**config.mk**
```make
export PLATFORM = sky130hd
export DESIGN_NAME = pipe_hazard_unit
export DESIGN_NICKNAME = d
export VERILOG_FILES = /design/src/rtl/pipe_hazard_unit_pkg.sv /design/src/rtl/pipe_hazard_unit_sel_enc.sv /design/src/rtl/pipe_hazard_unit.sv
export SDC_FILE = /design/constraint.sdc
export NUM_CORES = 1
export LEC_CHECK = 0
export CORE_MARGIN = 4
export CORE_UTILIZATION = 53
export CTS_BUF_LIST = sky130_fd_sc_hd__clkbuf_4
export DETAILED_ROUTE_END_ITERATION = 16
export PLACE_DENSITY = 0.82
export SETUP_SLACK_MARGIN = 0.05
export SYNTH_ARGS = -nofsm -noshare
export SYNTH_HDL_FRONTEND = slang
export SYNTH_SLANG_ARGS = --single-unit
```
**constraint.sdc**
```tcl
create_clock -name clk -period 2.2 [get_ports clk]
set_input_delay 0.44 -clock clk [delete_from_list [all_inputs] [get_ports clk]]
set_output_delay 0.44 -clock clk [all_outputs]
set_load 0.02 [all_outputs]
```
**src/rtl/pipe_hazard_unit_pkg.sv**
```systemverilog
// Shared types and helpers for the pipeline hazard controller.
// Scoreboard entries carry a fixed-width rd field, so REG_AW must not exceed RD_MAX_W.
package pipe_pkg;

    localparam int RD_MAX_W = 8;
    localparam int FWD_RF   = 0;

    typedef struct packed {
        logic                vld;
        logic [RD_MAX_W-1:0] rd;
        logic                we;
        logic                ld;
    } sb_entry_t;

    function automatic int sel_width(input int stages);
        return $clog2(stages + 1);
    endfunction

endpackage

```
**src/rtl/pipe_hazard_unit_sel_enc.sv**
```systemverilog
// Priority encoder: the youngest in-flight slot that can forward to one source operand,
// plus a flag for a matching load that is still too young to forward.
module hazard_sel_enc
    import pipe_pkg::*;
#(
    parameter int STAGES    = 3,
    parameter int LOAD_SLOT = 2,
    parameter int SEL_W     = 2
) (
    input  logic [RD_MAX_W-1:0]        src,
    input  logic                       use_src,
    input  logic [STAGES-1:0]          vld,
    input  logic [STAGES-1:0]          we,
    input  logic [STAGES-1:0]          ld,
    input  logic [STAGES*RD_MAX_W-1:0] rd,
    output logic [SEL_W-1:0]           sel,
    output logic                       load_hazard
);

    logic [STAGES-1:0] match_s;
    logic [STAGES-1:0] qual_s;
    logic [STAGES-1:0] young_ld_s;

    // Per-slot match; index 0 is hard-wired and never matches.
    always_comb begin
        match_s    = {STAGES{1'b0}};
        qual_s     = {STAGES{1'b0}};
        young_ld_s = {STAGES{1'b0}};
        for (int k = 0; k < STAGES; k++) begin
            match_s[k]    = use_src && (src != {RD_MAX_W{1'b0}}) && vld[k] && we[k]
                            && (rd[k*RD_MAX_W +: RD_MAX_W] == src);
            qual_s[k]     = match_s[k] && (!ld[k] || ((k + 1) >= LOAD_SLOT));
            young_ld_s[k] = match_s[k] && ld[k] && ((k + 1) < LOAD_SLOT);
        end
    end

    // Scan oldest to youngest so the lowest qualifying slot is the one that sticks.
    always_comb begin
        sel = SEL_W'(FWD_RF);
        for (int k = STAGES - 1; k >= 0; k--) begin
            sel = qual_s[k] ? SEL_W'(k + 1) : sel;
        end
        load_hazard = |young_ld_s;
    end

endmodule

```
**src/rtl/pipe_hazard_unit.sv**
```systemverilog
// Hazard controller beside decode: destination scoreboard, operand forwarding selects,
// load-use stall, taken-branch flush and saturating stall/flush event counters.
module pipe_hazard_unit
    import pipe_pkg::*;
#(
    parameter int REG_AW    = 5,
    parameter int STAGES    = 3,
    parameter int LOAD_SLOT = 2,
    parameter int CNT_W     = 16
) (
    input  logic                          clk,
    input  logic                          rst,
    input  logic                          id_valid,
    input  logic [REG_AW-1:0]             id_rs1,
    input  logic [REG_AW-1:0]             id_rs2,
    input  logic                          id_use_rs1,
    input  logic                          id_use_rs2,
    input  logic [REG_AW-1:0]             id_rd,
    input  logic                          id_regwrite,
    input  logic                          id_isload,
    input  logic                          ex_branch_taken,
    output logic                          stall,
    output logic                          flush,
    output logic [sel_width(STAGES)-1:0]  fwd_a_sel,
    output logic [sel_width(STAGES)-1:0]  fwd_b_sel,
    output logic [CNT_W-1:0]              stall_cnt,
    output logic [CNT_W-1:0]              flush_cnt
);

    localparam int               SEL_W   = sel_width(STAGES);
    localparam logic [CNT_W-1:0] CNT_MAX = {CNT_W{1'b1}};
    localparam logic [CNT_W-1:0] CNT_ONE = CNT_W'(1'b1);

    sb_entry_t                  sb_r [1:STAGES];
    logic [STAGES-1:0]          sb_vld_s;
    logic [STAGES-1:0]          sb_we_s;
    logic [STAGES-1:0]          sb_ld_s;
    logic [STAGES*RD_MAX_W-1:0] sb_rd_s;
    logic [SEL_W-1:0]           sel_a_s;
    logic [SEL_W-1:0]           sel_b_s;
    logic                       haz_a_s;
    logic                       haz_b_s;
    logic                       flush_s;
    logic                       stall_s;
    logic [CNT_W-1:0]           stall_cnt_r;
    logic [CNT_W-1:0]           flush_cnt_r;

    // Flatten the scoreboard into per-field vectors for the encoders.
    always_comb begin
        sb_vld_s = {STAGES{1'b0}};
        sb_we_s  = {STAGES{1'b0}};
        sb_ld_s  = {STAGES{1'b0}};
        sb_rd_s  = {(STAGES*RD_MAX_W){1'b0}};
        for (int k = 1; k <= STAGES; k++) begin
            sb_vld_s[k-1]                         = sb_r[k].vld;
            sb_we_s[k-1]                          = sb_r[k].we;
            sb_ld_s[k-1]                          = sb_r[k].ld;
            sb_rd_s[(k-1)*RD_MAX_W +: RD_MAX_W]   = sb_r[k].rd;
        end
    end

    hazard_sel_enc #(
        .STAGES    (STAGES),
        .LOAD_SLOT (LOAD_SLOT),
        .SEL_W     (SEL_W)
    ) u_enc_a (
        .src         (RD_MAX_W'(id_rs1)),
        .use_src     (id_use_rs1),
        .vld         (sb_vld_s),
        .we          (sb_we_s),
        .ld          (sb_ld_s),
        .rd          (sb_rd_s),
        .sel         (sel_a_s),
        .load_hazard (haz_a_s)
    );

    hazard_sel_enc #(
        .STAGES    (STAGES),
        .LOAD_SLOT (LOAD_SLOT),
        .SEL_W     (SEL_W)
    ) u_enc_b (
        .src         (RD_MAX_W'(id_rs2)),
        .use_src     (id_use_rs2),
        .vld         (sb_vld_s),
        .we          (sb_we_s),
        .ld          (sb_ld_s),
        .rd          (sb_rd_s),
        .sel         (sel_b_s),
        .load_hazard (haz_b_s)
    );

    // Flush outranks stall; both vanish while reset is held.
    always_comb begin
        flush_s = rst & ex_branch_taken;
        stall_s = rst & id_valid & ~flush_s & (haz_a_s | haz_b_s);
    end

    // Every output reads as zero while reset is asserted.
    always_comb begin
        if (rst) begin
            stall     = stall_s;
            flush     = flush_s;
            fwd_a_sel = sel_a_s;
            fwd_b_sel = sel_b_s;
            stall_cnt = stall_cnt_r;
            flush_cnt = flush_cnt_r;
        end else begin
            stall     = 1'b0;
            flush     = 1'b0;
            fwd_a_sel = SEL_W'(FWD_RF);
            fwd_b_sel = SEL_W'(FWD_RF);
            stall_cnt = {CNT_W{1'b0}};
            flush_cnt = {CNT_W{1'b0}};
        end
    end

    // Scoreboard shift: slot STAGES retires, slot 1 takes decode or a bubble.
    always_ff @(posedge clk) begin
        if (!rst) begin
            for (int k = 1; k <= STAGES; k++) begin
                sb_r[k] <= '{vld: 1'b0, rd: {RD_MAX_W{1'b0}}, we: 1'b0, ld: 1'b0};
            end
        end else begin
            for (int k = 2; k <= STAGES; k++) begin
                sb_r[k] <= sb_r[k-1];
            end
            if (stall_s || flush_s) begin
                sb_r[1] <= '{vld: 1'b0, rd: {RD_MAX_W{1'b0}}, we: 1'b0, ld: 1'b0};
            end else begin
                sb_r[1] <= '{vld: id_valid,
                             rd:  RD_MAX_W'(id_rd),
                             we:  id_regwrite & id_valid,
                             ld:  id_isload};
            end
        end
    end

    // Saturating event counters.
    always_ff @(posedge clk) begin
        if (!rst) begin
            stall_cnt_r <= {CNT_W{1'b0}};
            flush_cnt_r <= {CNT_W{1'b0}};
        end else begin
            if (stall_s && (stall_cnt_r != CNT_MAX)) begin
                stall_cnt_r <= stall_cnt_r + CNT_ONE;
            end else begin
                stall_cnt_r <= stall_cnt_r;
            end
            if (flush_s && (flush_cnt_r != CNT_MAX)) begin
                flush_cnt_r <= flush_cnt_r + CNT_ONE;
            end else begin
                flush_cnt_r <= flush_cnt_r;
            end
        end
    end

endmodule

```
== Word level (Yosys, flattened, before mapping) ==
Memory sizes are Yosys's and may differ from the RTL's.
Cells that the tools add are included.
W data, S select, Z words.
Word-level totals
  register bits: 32
  memory bits (writable): 33
  word-level logic and storage cells: 78
  memories: 1
Memory list
  sb_r: words 3, bits a word 11, read ports 3, clocked after Yosys merged registers in 0, write ports 3, line pipe_hazard_unit.sv:34  | sb_entry_t sb_r [1:STAGES];
Operators by class
  add/subtract/negate cells: 2
  equal/unequal tests: 8
  mux-type cells: 24
  bitwise logic cells: 11
  reductions and logical operators: 30
Operator list (number)
  $eq A8 B5 Y1: 6
  $mux W11: 4
  $add A16 B1 Y16 const B: 2
  $mux W16: 2
  $ne A16 B16 Y1 const B: 2
  $logic_and A1 B1 Y1: 26
  $mux W2: 8
  $reduce_bool A8 Y1: 2
  $mux W1: 10
  $and A1 B1 Y1: 5
  $or A1 B1 Y1: 5
  $logic_not A1 Y1: 1
  $logic_or A1 B1 Y1: 1
  $not A1 Y1: 1

== Longest topological paths before layout ==
Gate-level depths: netlist (run 1).
  word-level depth: 14
  depth in mapped cells: 7
  mapped depth without buffers: 7

== Cells and area by module ==
From an unflattened synthesis (run 1), not the netlist that was laid out.
Unflattened totals
  cells, all modules: 380
  area total of the unflattened synthesis: 3394.5 um2
Modules (own cells, without submodules)
  pipe_hazard_unit: instances 1, cells each 288, area an instance 2686.3 um2, sequential area each 1201.2 um2
  hazard_sel_enc: instances 2, cells each 46, area an instance 354.1 um2, sequential area each 0.0 um2

== Worst setup path before layout (run 1) ==
Ideal clock, no wire load.
  kind: input -> output
  from: input port id_rs2[1]
  to: output port fwd_b_sel[1]
  arrival: 1710 ps
  required time: 1760 ps
  setup slack: 50 ps
  cell stages on the path: 5
  path through: or4_1 o21ai_2 nor4_4 nor2b_1 nor2_1
On the way
  word-level cells in the longest chain between the ends: 9
  elaborated cells between the ends (all ways): 19
  classes of those cells: eq/ne (3); mux (4); reduce/logical (12)
Ends and longest elaborated chain
  from (decl): line pipe_hazard_unit.sv:15  | input logic [REG_AW-1:0] id_rs2,
  $reduce_bool A8 Y1: line pipe_hazard_unit_sel_enc.sv:30  | match_s[k] = use_src && (src != {RD_MAX_W{1'b0}}) && vld[k] && we[k]
  $logic_and A1 B1 Y1 (3 in a row): line pipe_hazard_unit_sel_enc.sv:30
  $logic_and A1 B1 Y1: line pipe_hazard_unit_sel_enc.sv:31  | && (rd[k*RD_MAX_W +: RD_MAX_W] == src);
  $mux W2 (2 in a row): line pipe_hazard_unit_sel_enc.sv:41  | sel = qual_s[k] ? SEL_W'(k + 1) : sel;
  $mux W2 (*): line pipe_hazard_unit_sel_enc.sv:41
  $mux W2 (*): line pipe_hazard_unit.sv:100  | if (rst) begin
  to (decl): line pipe_hazard_unit.sv:25  | output logic [sel_width(STAGES)-1:0] fwd_b_sel,
Every way passes the cells marked *; elsewhere a longest branch is shown, timed or not.

== Worst setup path in the final report (run 1) ==
  from: input port id_rs1[1]
  to: output port stall
On the way
  word-level cells in the longest chain between the ends: 9
  elaborated cells between the ends (all ways): 10
  classes of those cells: eq/ne (1); mux (1); bitwise (2); reduce/logical (6)
Ends and longest elaborated chain
  from (decl): line pipe_hazard_unit.sv:14  | input logic [REG_AW-1:0] id_rs1,
  $reduce_bool A8 Y1: line pipe_hazard_unit_sel_enc.sv:30
  $logic_and A1 B1 Y1 (3 in a row): line pipe_hazard_unit_sel_enc.sv:30
  $logic_and A1 B1 Y1 (*): line pipe_hazard_unit_sel_enc.sv:31
  $logic_and A1 B1 Y1 (*): line pipe_hazard_unit_sel_enc.sv:33  | young_ld_s[k] = match_s[k] && ld[k] && ((k + 1) < LOAD_SLOT);
  $or A1 B1 Y1 (*): line pipe_hazard_unit.sv:95  | stall_s = rst & id_valid & ~flush_s & (haz_a_s | haz_b_s);
  $and A1 B1 Y1 (*): line pipe_hazard_unit.sv:95
  $mux W1 (*): line pipe_hazard_unit.sv:100
  to (decl): line pipe_hazard_unit.sv:22  | output logic stall,
Marks and branches as above.

==> results of run 1 <==
-- sequential cells by signal, indices dropped and copies added, names as in the netlist --
name and cells:
flush_cnt_r 16, sb_r 22, stall_cnt_r 16
-- path summary, 6_finish.rpt --
kind                  startpoint              to  depth (start not counted)
hold reg to reg   flush_cnt_r[3]  flush_cnt_r[3]                          1
setup reg to reg     sb_r[0][14]  stall_cnt_r[4]                          8
setup / recovery       id_rs1[1]           stall                          8
hold / removal    flush_cnt_r[3]  flush_cnt_r[3]                          1
-- final cells by class --
class	instances	share of cell area (%)
clock buffers	5	0.887
clock inverters	3	1.51
inverters	7	0.621
multi-input cells	263	46.4
flip-flops and latches	54	27.4
well taps	70	2.07
repair buffers	97	21.1
-- cells in the final DEF, fill, tap and decap left out, drive strengths merged, types with 3 or more instances in the layout --
cell	Yosys	final
nand3	15	15
clkbuf	8	6
o21a	3	3
nor2b	5	5
a21oi	3	3
xnor2	29	29
clkdlybuf4s50	0	12
nor4	11	11
mux2	9	9
nand2b	3	3
dfxtp	46	46
and3	4	4
or3	5	5
edfxtp	8	8
conb	1	8
or4	3	3
buf	3	42
nor3	6	6
and2	52	52
dlygate4sd2	0	31
o21ai	16	16
nand4	15	15
inv	7	7
clkdlybuf4s15	0	11
xor2	14	14
nor2	28	28
nand2	17	17
-- power groups by stage --
stage	Clock (W)	Sequential (W)	Combinational, W
global route	0.000726	0.00107	0.000267
detailed placement	0	0.00108	0.000230
global placement	0	0.00108	0.000224
finish	0.000675	0.00106	0.000248
CTS	0.000679	0.00106	0.000236
floorplan	0	0.00107	0.000120
-- kinds of logic (layout without fill, tap and decap cells) --
kind of cell,after synthesis,after routing
AOI/OAI and AO/OA,28,28
xor gates and xnor gates,43,43
adders and majority gates,2,2
buffers and inverters,18,112
DFF,54,54
muxes,11,11
other,1,8
and+or+nand+nor,171,171
-- metrics by stage --
stage | setup WS [ns] | util (%) | setup TNS [ns] | power, W | area (µm²)
after detailed placement | -0.859 | 73.3 | -24.60 | 0.00131 | 3860
after CTS | -0.251 | 77.4 | -1.54 | 0.00198 | 4080
after floorplan | 0.0504 | - | 0 | 0.00119 | 2990
after global routing | -0.434 | 80.3 | -3.20 | 0.00206 | 4230
after global placement | -0.805 | 73.3 | -23.04 | 0.00131 | 3860
final | -0.328 | 80.3 | -1.18 | 0.00199 | 4230
-- what timing repair did --
| action | 4_1_cts | 5_1_grt |
|---|---|---|
| gates resized for setup | 118 | 29 |
| pin swaps | 19 | 26 |
| setup endpoints to repair | 56 | 27 |
| hold buffers | 0 | 0 |
| gates cloned | 0 | 1 |
| setup buffers | 2 | 2 |
-- routing by layer --
metal	global-route usage (%)	wire length [µm]
met1	32.1	3580
met2	39.0	4030
met3	3.90	464
met4	8.33	145
met5	0	0
==> results.toml, run 1 <==
[place]
hpwl_um = 5600
gp_congestion = 0.907
place_inst = 486
io_buffers = 60

[worst_setup_path]
endpoint_kind = "primary output"
crit_type = "input pin to primary output"
ff2ff_setup_slack_ns = -0.02
crit_buf_inv = 3
cp_slowest_stage_delay_ns = 0.55
critPathMaxFanout = 3
slowest_stage = "or4_4"
path_delay_family = "simple AND/OR/NAND/NOR gates"
worstPathRequired_ns = 1.76
crit_chain = "dlygate4sd2_1 -> or4_4 -> o21ai_4 -> nor4_4 -> buf_4 -> nor2_4 -> nor2_4 -> buf_6"
start_kind = "input pin"
crit_top_cell = "nor2_4"
crit_arrival_ns = 2.09

[pwr]
intPower_w = 0.00151
power_leakage_nw = 1.74
switchingPower_w = 0.000476
p_per_area_nw_per_um2 = 470
pwr-share-seq_pct = 53.6
p_clk_share_pct = 34.0
p_sw_share_pct = 24.0
pwr-share-comb_pct = 12.5
ir_drop_mv = 0.347

[drt]
vias_per_cell = 5.51
wl_per_cell_um = 16.5
ant_nets = 0
first_iter_violations = 127
drt_pre_antenna_iters = 4
routed_wl_um = 8220
vias = 2747
drc = 0

[sta]
rsz0062_at_grt = "true"
period_needed_ns = 2.53
final-hold-violation-count = 0
fmax_mhz = 396
finalSetupViolations = 6
period_share_pct = 115
finClkSkew_ns = 0.0156
hold_ws_ns = 0.503
finalMaxSlewViolations = 0
fin_ws_ns = -0.328

[final_layout]
num-fill-cells = 340
syn2layout_area_growth_pct = 42.9
regArea_um2 = 1160
n_antenna_cell = 0
final_layout_size_suffix_gt1_share_pct = 23.5
instances_no_fill = 499
multiInputGateArea_um2 = 1960
fin_nets = 453

[yosys]
synth_xor_area_share_pct = 12.7
synth_warnings = 0
synth_edf_count = 8
synth_cell_type_count = 46
synthAdderAreaFrac_pct = 0.845
synth-compound-area-share_pct = 6.42
netlist_area_um2 = 2960
synth_top_flop_cell = "dfxtp_1"
synth.avg_cell_area_um2 = 9.03
synth-seq-cells = 54
async_reset_ff_share_pct = 0
synth_top_family_by_area = "simple AND/OR/NAND/NOR gates"
netlist_top_cells_count = "and2_1, dfxtp_1, xnor2_1"
yosys.cell_count.top_type = "and2_1"
yosys.area.top_type = "dfxtp_1"
synth-simple-area-share_pct = 33.8
synth_top_area_share_pct = 31.1
synth_seq_area_share_pct = 39.2
synth.top_cells.by_area = "dfxtp_1, and2_1, xnor2_1"
synthMuxAreaShare_pct = 4.22
netlist_instances = 328

[global_routing]
grt_pass1_wl_um = 12500
antenna_found_initial = 0
first_global_vias = 2646
overflow = 0
track_usage_pct = 24.0
grt_max_degree = 25

[cts]
cts_buffer_depth = 2
cts_tree = "built"
clock_latency_ns = 0.38
cts_sinks = 54
ctsHtreeMaxLevel = 2
cts_buffers = 5
root_buffer = "clkbuf_4"
clk_pin_slew_ns = 0.16

[job]
max_cap_viol_count = 0

[run_status]
violations = "negative setup slack"
status = "complete, but fails checks"

[die]
rows = 26
fp.dieW_um = 82.8
die_area_um2 = 6850
die_h_um = 82.8
io_pins = 61
initial_core_util_pct = 56.2
core_um2 = 5270

[min_path]
hp-class = "register to register"
No activity file was read; power rests on OpenSTA's default activity.
==> run 2: changes to the inputs <==
- REMOVE_ABC_BUFFERS: not set -> 1
==> results.toml, run 2 (synthesis results as in run 1) <==
[run_status]
status = "complete, but fails checks"
violations = "negative setup slack"

[worst_setup_path]
startpoint = "sb_r[0][15]"
worstPathRequired_ns = 1.76
start_kind = "register"
critPathMaxFanout = 3
reg2reg_from = "sb_r[0][15]"
crit_arrival_ns = 1.98
crit_end = "stall"
ff2ff_setup_slack_ns = -0.13
crit_type = "register to primary output"
endpoint_kind = "primary output"
rr_worst_depth = 9
r2r_end = "stall_cnt_r[13]"

[pwr]
ir_drop_mv = 0.406
power_leakage_nw = 1.91
total_power_w = 0.00188
p_per_area_nw_per_um2 = 437

[final_layout]
reg_top3 = "sb_r: 22 flops, flush_cnt_r: 16 flops, stall_cnt_r: 16 flops"
regArea_um2 = 1160
n_antenna_cell = 0
fin_nets = 458
final_cell_mix = "and2_1, dfxtp_1, buf_4"
finalInstanceArea_um2 = 4290
multiInputGateArea_um2 = 1950
num-fill-cells = 333
largest-register = "sb_r"
final_layout_size_suffix_gt1_share_pct = 22.4
largest_register_ffs = 22
final_common_cell = "and2_1"
syn2layout_area_growth_pct = 44.9

[global_routing]
overflow = 0
grt_pass1_wl_um = 12500
track_usage_pct = 23.8
antenna_found_initial = 0
grt_max_degree = 20
first_global_vias = 2824

[place]
pre_cts_slack_ns = -0.862
gp_congestion = 0.901
place_area_um2 = 3910
hpwl_um = 5560
io_buffers = 60

[die]
die_area_um2 = 6850
fp.dieW_um = 82.8
core_um2 = 5270
rows = 26
initial_core_util_pct = 56.2
io_pins = 61
die_h_um = 82.8

[sta]
rsz0062_at_grt = "true"
finClkSkew_ns = 0.0114
period_needed_ns = 2.42
fmax_mhz = 413
finalMaxSlewViolations = 0
final-hold-violation-count = 0
period_share_pct = 110
finalSetupViolations = 19
fin_ws_ns = -0.221

[drt]
first_iter_violations = 183
vias = 2837
ant_nets = 0
vias_per_cell = 5.63
drc = 0
routed_wl_um = 8400
drt_pre_antenna_iters = 6
wl_per_cell_um = 16.7

[job]
max_cap_viol_count = 0

[cts]
cts_buffer_depth = 2
cts_hold_buf = 0
cts_tree = "built"
cts_sinks = 54
ctsHtreeMaxLevel = 2
root_buffer = "clkbuf_4"
clock_latency_ns = 0.38
cts_buffers = 5
clk_pin_slew_ns = 0.16

[min_path]
hp-class = "register to register"
## run 2: cell types whose count changed in the layout (fill, tap and decap cells not counted), moves of 3 or more
cell / previous run / this run
dlygate4sd2_1: 31 / 10
dlymetal6s2s_1: 0 / 12
clkdlybuf4s15_2: 8 / 3
nor4_2: 3 / 0
buf_4: 32 / 38
clkdlybuf4s50_1: 12 / 27
buf_6: 8 / 5
## run 2: worst max-delay path, stage by stage, from the launching register on
cell and delay (ns):
edfxtp_1 0.51, xnor2_1 0.19, nand4_1 0.17, nor4_4 0.24, clkbuf_16 0.19, nor2_4 0.04, nor2_1 0.10, buf_4 0.16
## run 2: metrics by stage
step                      util (%)  hold slack, ns  TNS [ns]  instances
after floorplan                  -           0.438         0        324
after global placement        74.1           0.453    -25.90        490
after detailed placement      74.1           0.472    -28.16        490
after CTS                     77.8           0.496     -1.05        501
after global routing          81.4           0.525     -4.44        504
final                         81.4           0.493     -1.60        504
## run 2: where the power goes
group / internal (W) / switching (W) / leakage, nW
registers: 0.00103 / 0.0000314 / 0.451
logic: 0.000130 / 0.000114 / 1.41
clock network: 0.000255 / 0.000314 / 0.0459
## run 2: layout make-up
class                      count  share of cell area, %
multi-input combinational    263                   45.5
sequential                    54                   27.1
timing repair buffer         102                   22.8
tap                           70                   2.04
clock buffer                   6                   1.05
clock inverter                 2                  0.904
inverter                       7                  0.612
## run 2: per-layer routing
layer / track usage [%] / up-vias / routed length, µm / part of all wire [%]
li1: - / 1343 / - / -
met1: 28.6 / 1343 / 3590 / 43
met2: 39.8 / 124 / 4110 / 49
met3: 5.97 / 27 / 516 / 6.1
met4: 11.3 / 0 / 189 / 2.2
met5: 0 / - / 0 / 0
## run 2: worst min path at each step
stage | from | to | cells past startpoint
6_report | flush_cnt_r[3] | flush_cnt_r[3] | 1
5_1_grt | flush_cnt_r[3] | flush_cnt_r[3] | 1
4_1_cts | flush_cnt_r[3] | flush_cnt_r[3] | 1
3_5_place_dp | sb_r[0][21] | sb_r[0][32] | 1
3_3_place_gp | sb_r[0][12] | sb_r[0][23] | 1
2_1_floorplan | flush_cnt_r[3] | flush_cnt_r[3] | 1
## run 2: what timing repair did
item	in CTS	in global routing
cloned	0	1
setup endpoints to repair	60	37
hold endpoints to repair	0	0
gates resized for setup	76	40
pin swaps	11	6
setup buffers	3	2
==> variant, RTL diff (settings of run 2) <==
Put a register stage on the output `flush_cnt`, with the module's reset. The value now appears one clock later. The other outputs are not delayed to match.
--- a/src/rtl/pipe_hazard_unit.sv
+++ b/src/rtl/pipe_hazard_unit.sv
@@ -31,4 +31,6 @@
     localparam logic [CNT_W-1:0] CNT_MAX = {CNT_W{1'b1}};
     localparam logic [CNT_W-1:0] CNT_ONE = CNT_W'(1'b1);
+
+    logic [CNT_W-1:0] flush_cnt_d;
 
     sb_entry_t                  sb_r [1:STAGES];
@@ -104,5 +106,5 @@
             fwd_b_sel = sel_b_s;
             stall_cnt = stall_cnt_r;
-            flush_cnt = flush_cnt_r;
+            flush_cnt_d = flush_cnt_r;
         end else begin
             stall     = 1'b0;
@@ -111,5 +113,5 @@
             fwd_b_sel = SEL_W'(FWD_RF);
             stall_cnt = {CNT_W{1'b0}};
-            flush_cnt = {CNT_W{1'b0}};
+            flush_cnt_d = {CNT_W{1'b0}};
         end
     end
@@ -155,4 +157,12 @@
     end
 
+    always_ff @(posedge clk) begin
+        if (!rst) begin
+            flush_cnt <= '0;
+        end else begin
+            flush_cnt <= flush_cnt_d;
+        end
+    end
+
 endmodule
 
Formal check against the unedited RTL: not equivalent (a bounded check fails within 4 cycles, from zero or initial values and one cycle with rst low).
==> variant against run 2 <==
The run still ends with setup timing left; wire length increased by 1.1%; total power increased by 25%; largest power group unchanged; sequential cell count increased by 16; setup slack got worse by 12 ps; clock power increased by 30%; area after synthesis increased by 8.8%; synthesized cell count increased by 4.6%; count of clock-buffer cells in the layout increased by 4; cell area increased by 7.3%.
==> variant: results <==
export IMPL_outcome="complete, but fails checks"
export IMPL_violated_checks="setup timing"
export IMPL_final_layout_size_suffix_gt1_frac=0.2373
export IMPL_post_route_drc=0
export IMPL_clkSlewWorstSetupHoldPaths_ps=120
export IMPL_track_usage=0.2134
export IMPL_cp_slowest_cell="sky130_fd_sc_hd__or4_4"
export IMPL_irDropWorstVdd_v=0.0005199
export IMPL_firstDrtPassIters=4
export IMPL_post_dp_hpwl_um=5377
export IMPL_final_worst_setup_slack_ps=-232.9
export IMPL_ys_warn_count=0
export IMPL_clockRootBuffer="sky130_fd_sc_hd__clkbuf_4"
export IMPL_synth_edf_count=8
export IMPL_worst_setup_path_startpoint="id_rs2[1]"
export IMPL_ys_top_cells_by_count="sky130_fd_sc_hd__dfxtp_1 (62), sky130_fd_sc_hd__and2_1 (58), sky130_fd_sc_hd__xnor2_1 (30), sky130_fd_sc_hd__nor2_1 (28), sky130_fd_sc_hd__nand4_1 (20)"
export IMPL_hold_path_class="flop to flop"
export IMPL_timing_critical_path_to="stall"
export IMPL_setup_violations_final=6
export IMPL_maximum_number_of_pins_on_one_net_before_global_route_repair=33
export IMPL_timing_rr_end="stall_cnt_r[12]"
export IMPL_wire_length_of_the_first_global_routing_pass_um=12570
export IMPL_hold_depth=1
export IMPL_synth_flop_cell="sky130_fd_sc_hd__dfxtp_1"
export IMPL_register_area_share_after_synthesis=0.4596
export IMPL_largest_reg_flops=22
export IMPL_gr_usage_met1=0.2589
export IMPL_synthDistinctLibCells=40
export IMPL_regMostFlops="sb_r"
export IMPL_use_met2=0.3637
export IMPL_place_port_buffers=60
export IMPL_cts_made_buffers=9
export IMPL_drt_iter0_drc=140
export IMPL_num_vias=2810
export IMPL_share_of_total_power_in_sequential_cells=0.578
export IMPL_power_leakage_nw=1.844
export IMPL_layout_nets=471
export IMPL_top_cell_family_by_delay_on_the_critical_path="simple AND/OR/NAND/NOR gates"
export IMPL_path_max_fanout=3
export IMPL_power_share_clock=0.316
export IMPL_place_congestion=0.9296
export IMPL_finalWirelength_um=8498
export IMPL_hold_start="sb_r[0][23]"
export IMPL_critPathMaxStageDelay_ps=560
export IMPL_post_synth_main_area_contributors="sky130_fd_sc_hd__dfxtp_1 (39%), sky130_fd_sc_hd__and2_1 (11%), sky130_fd_sc_hd__xnor2_1 (8.2%)"
export IMPL_grt_pass1_vias=2736
export IMPL_grt_antenna_before_repair=0
export IMPL_async_reset_ff_frac=0
export IMPL_reg2reg_setup_slack_ps=-30
export IMPL_setup_tns_final_ps=-864.0
export IMPL_min_delay_worst_endpoint="sb_r[0][34]"
export IMPL_switching_share=0.2729
export IMPL_cts_htree_levels=3
export IMPL_grt_use_met3=0.06724
export IMPL_timing_rr_start="sb_r[0][17]"
export IMPL_finalClockSkew_ps=19.25
export IMPL_clock_latency_late_sink_ps=410
export IMPL_worstRegToRegCells=9
export IMPL_postPlaceCellArea_um2=4115
[variant: per-stage QoR]
step | cells | hold slack (ps) | utilization | power, mW | setup WS, ps
after floorplan | 338 | 429.3 | - | 1.477 | -147.8
after global placement | 503 | 448.3 | 0.6951 | 1.598 | -881.3
after detailed placement | 503 | 471.3 | 0.6951 | 1.601 | -907.0
after CTS | 519 | 492.5 | 0.7261 | 2.327 | -246.4
after global routing | 526 | 523.8 | 0.7779 | 2.444 | -337.1
final | 526 | 487.5 | 0.7779 | 2.345 | -232.9
[variant: layer usage]
layer,vias up,wire length (um)
met1,1309,3660
li1,1389,-
met5,-,0
met2,86,4219
met3,26,414
met4,0,204
[variant: cell families after synthesis]
logic type | Yosys count | share of synthesized area
flip-flops | 70 | 0.4596
multiplexers | 10 | 0.03455
XOR/XNOR | 42 | 0.1141
buffers and inverters | 15 | 0.02019
AND/OR/NAND/NOR | 176 | 0.3113
AO/OA/AOI/OAI | 27 | 0.05124
other | 1 | 0.001163
adder cells (fa/ha/maj) | 2 | 0.007763
[variant: cell type report]
| class | count | area (um^2) |
|---|---|---|
| timing repair buffer | 97 | 945.9 |
| fill | 382 | 1315 |
| clock inverter | 6 | 46.29 |
| sequential | 70 | 1481 |
| tap | 75 | 93.84 |
| multi-input combinational | 265 | 1952 |
| clock buffer | 10 | 75.07 |
| inverter | 3 | 11.26 |
[variant: worst register-to-register path, delay by kind of cell (launching register included)]
| family | cells | cell delay, ps |
|---|---|---|
| buffers and inverters | 3 | 450 |
| DFF | 1 | 480 |
| muxes | 1 | 320 |
| and+or+nand+nor | 4 | 700 |
| xor gates and xnor gates | 1 | 180 |
[variant: repair_timing]
action,CTS,global route
setup endpoints to repair,41,28
buffers inserted,1,4
endpoints found under the hold margin,0,0
resized for setup,81,49
pin swaps,11,29
gates cloned,0,3
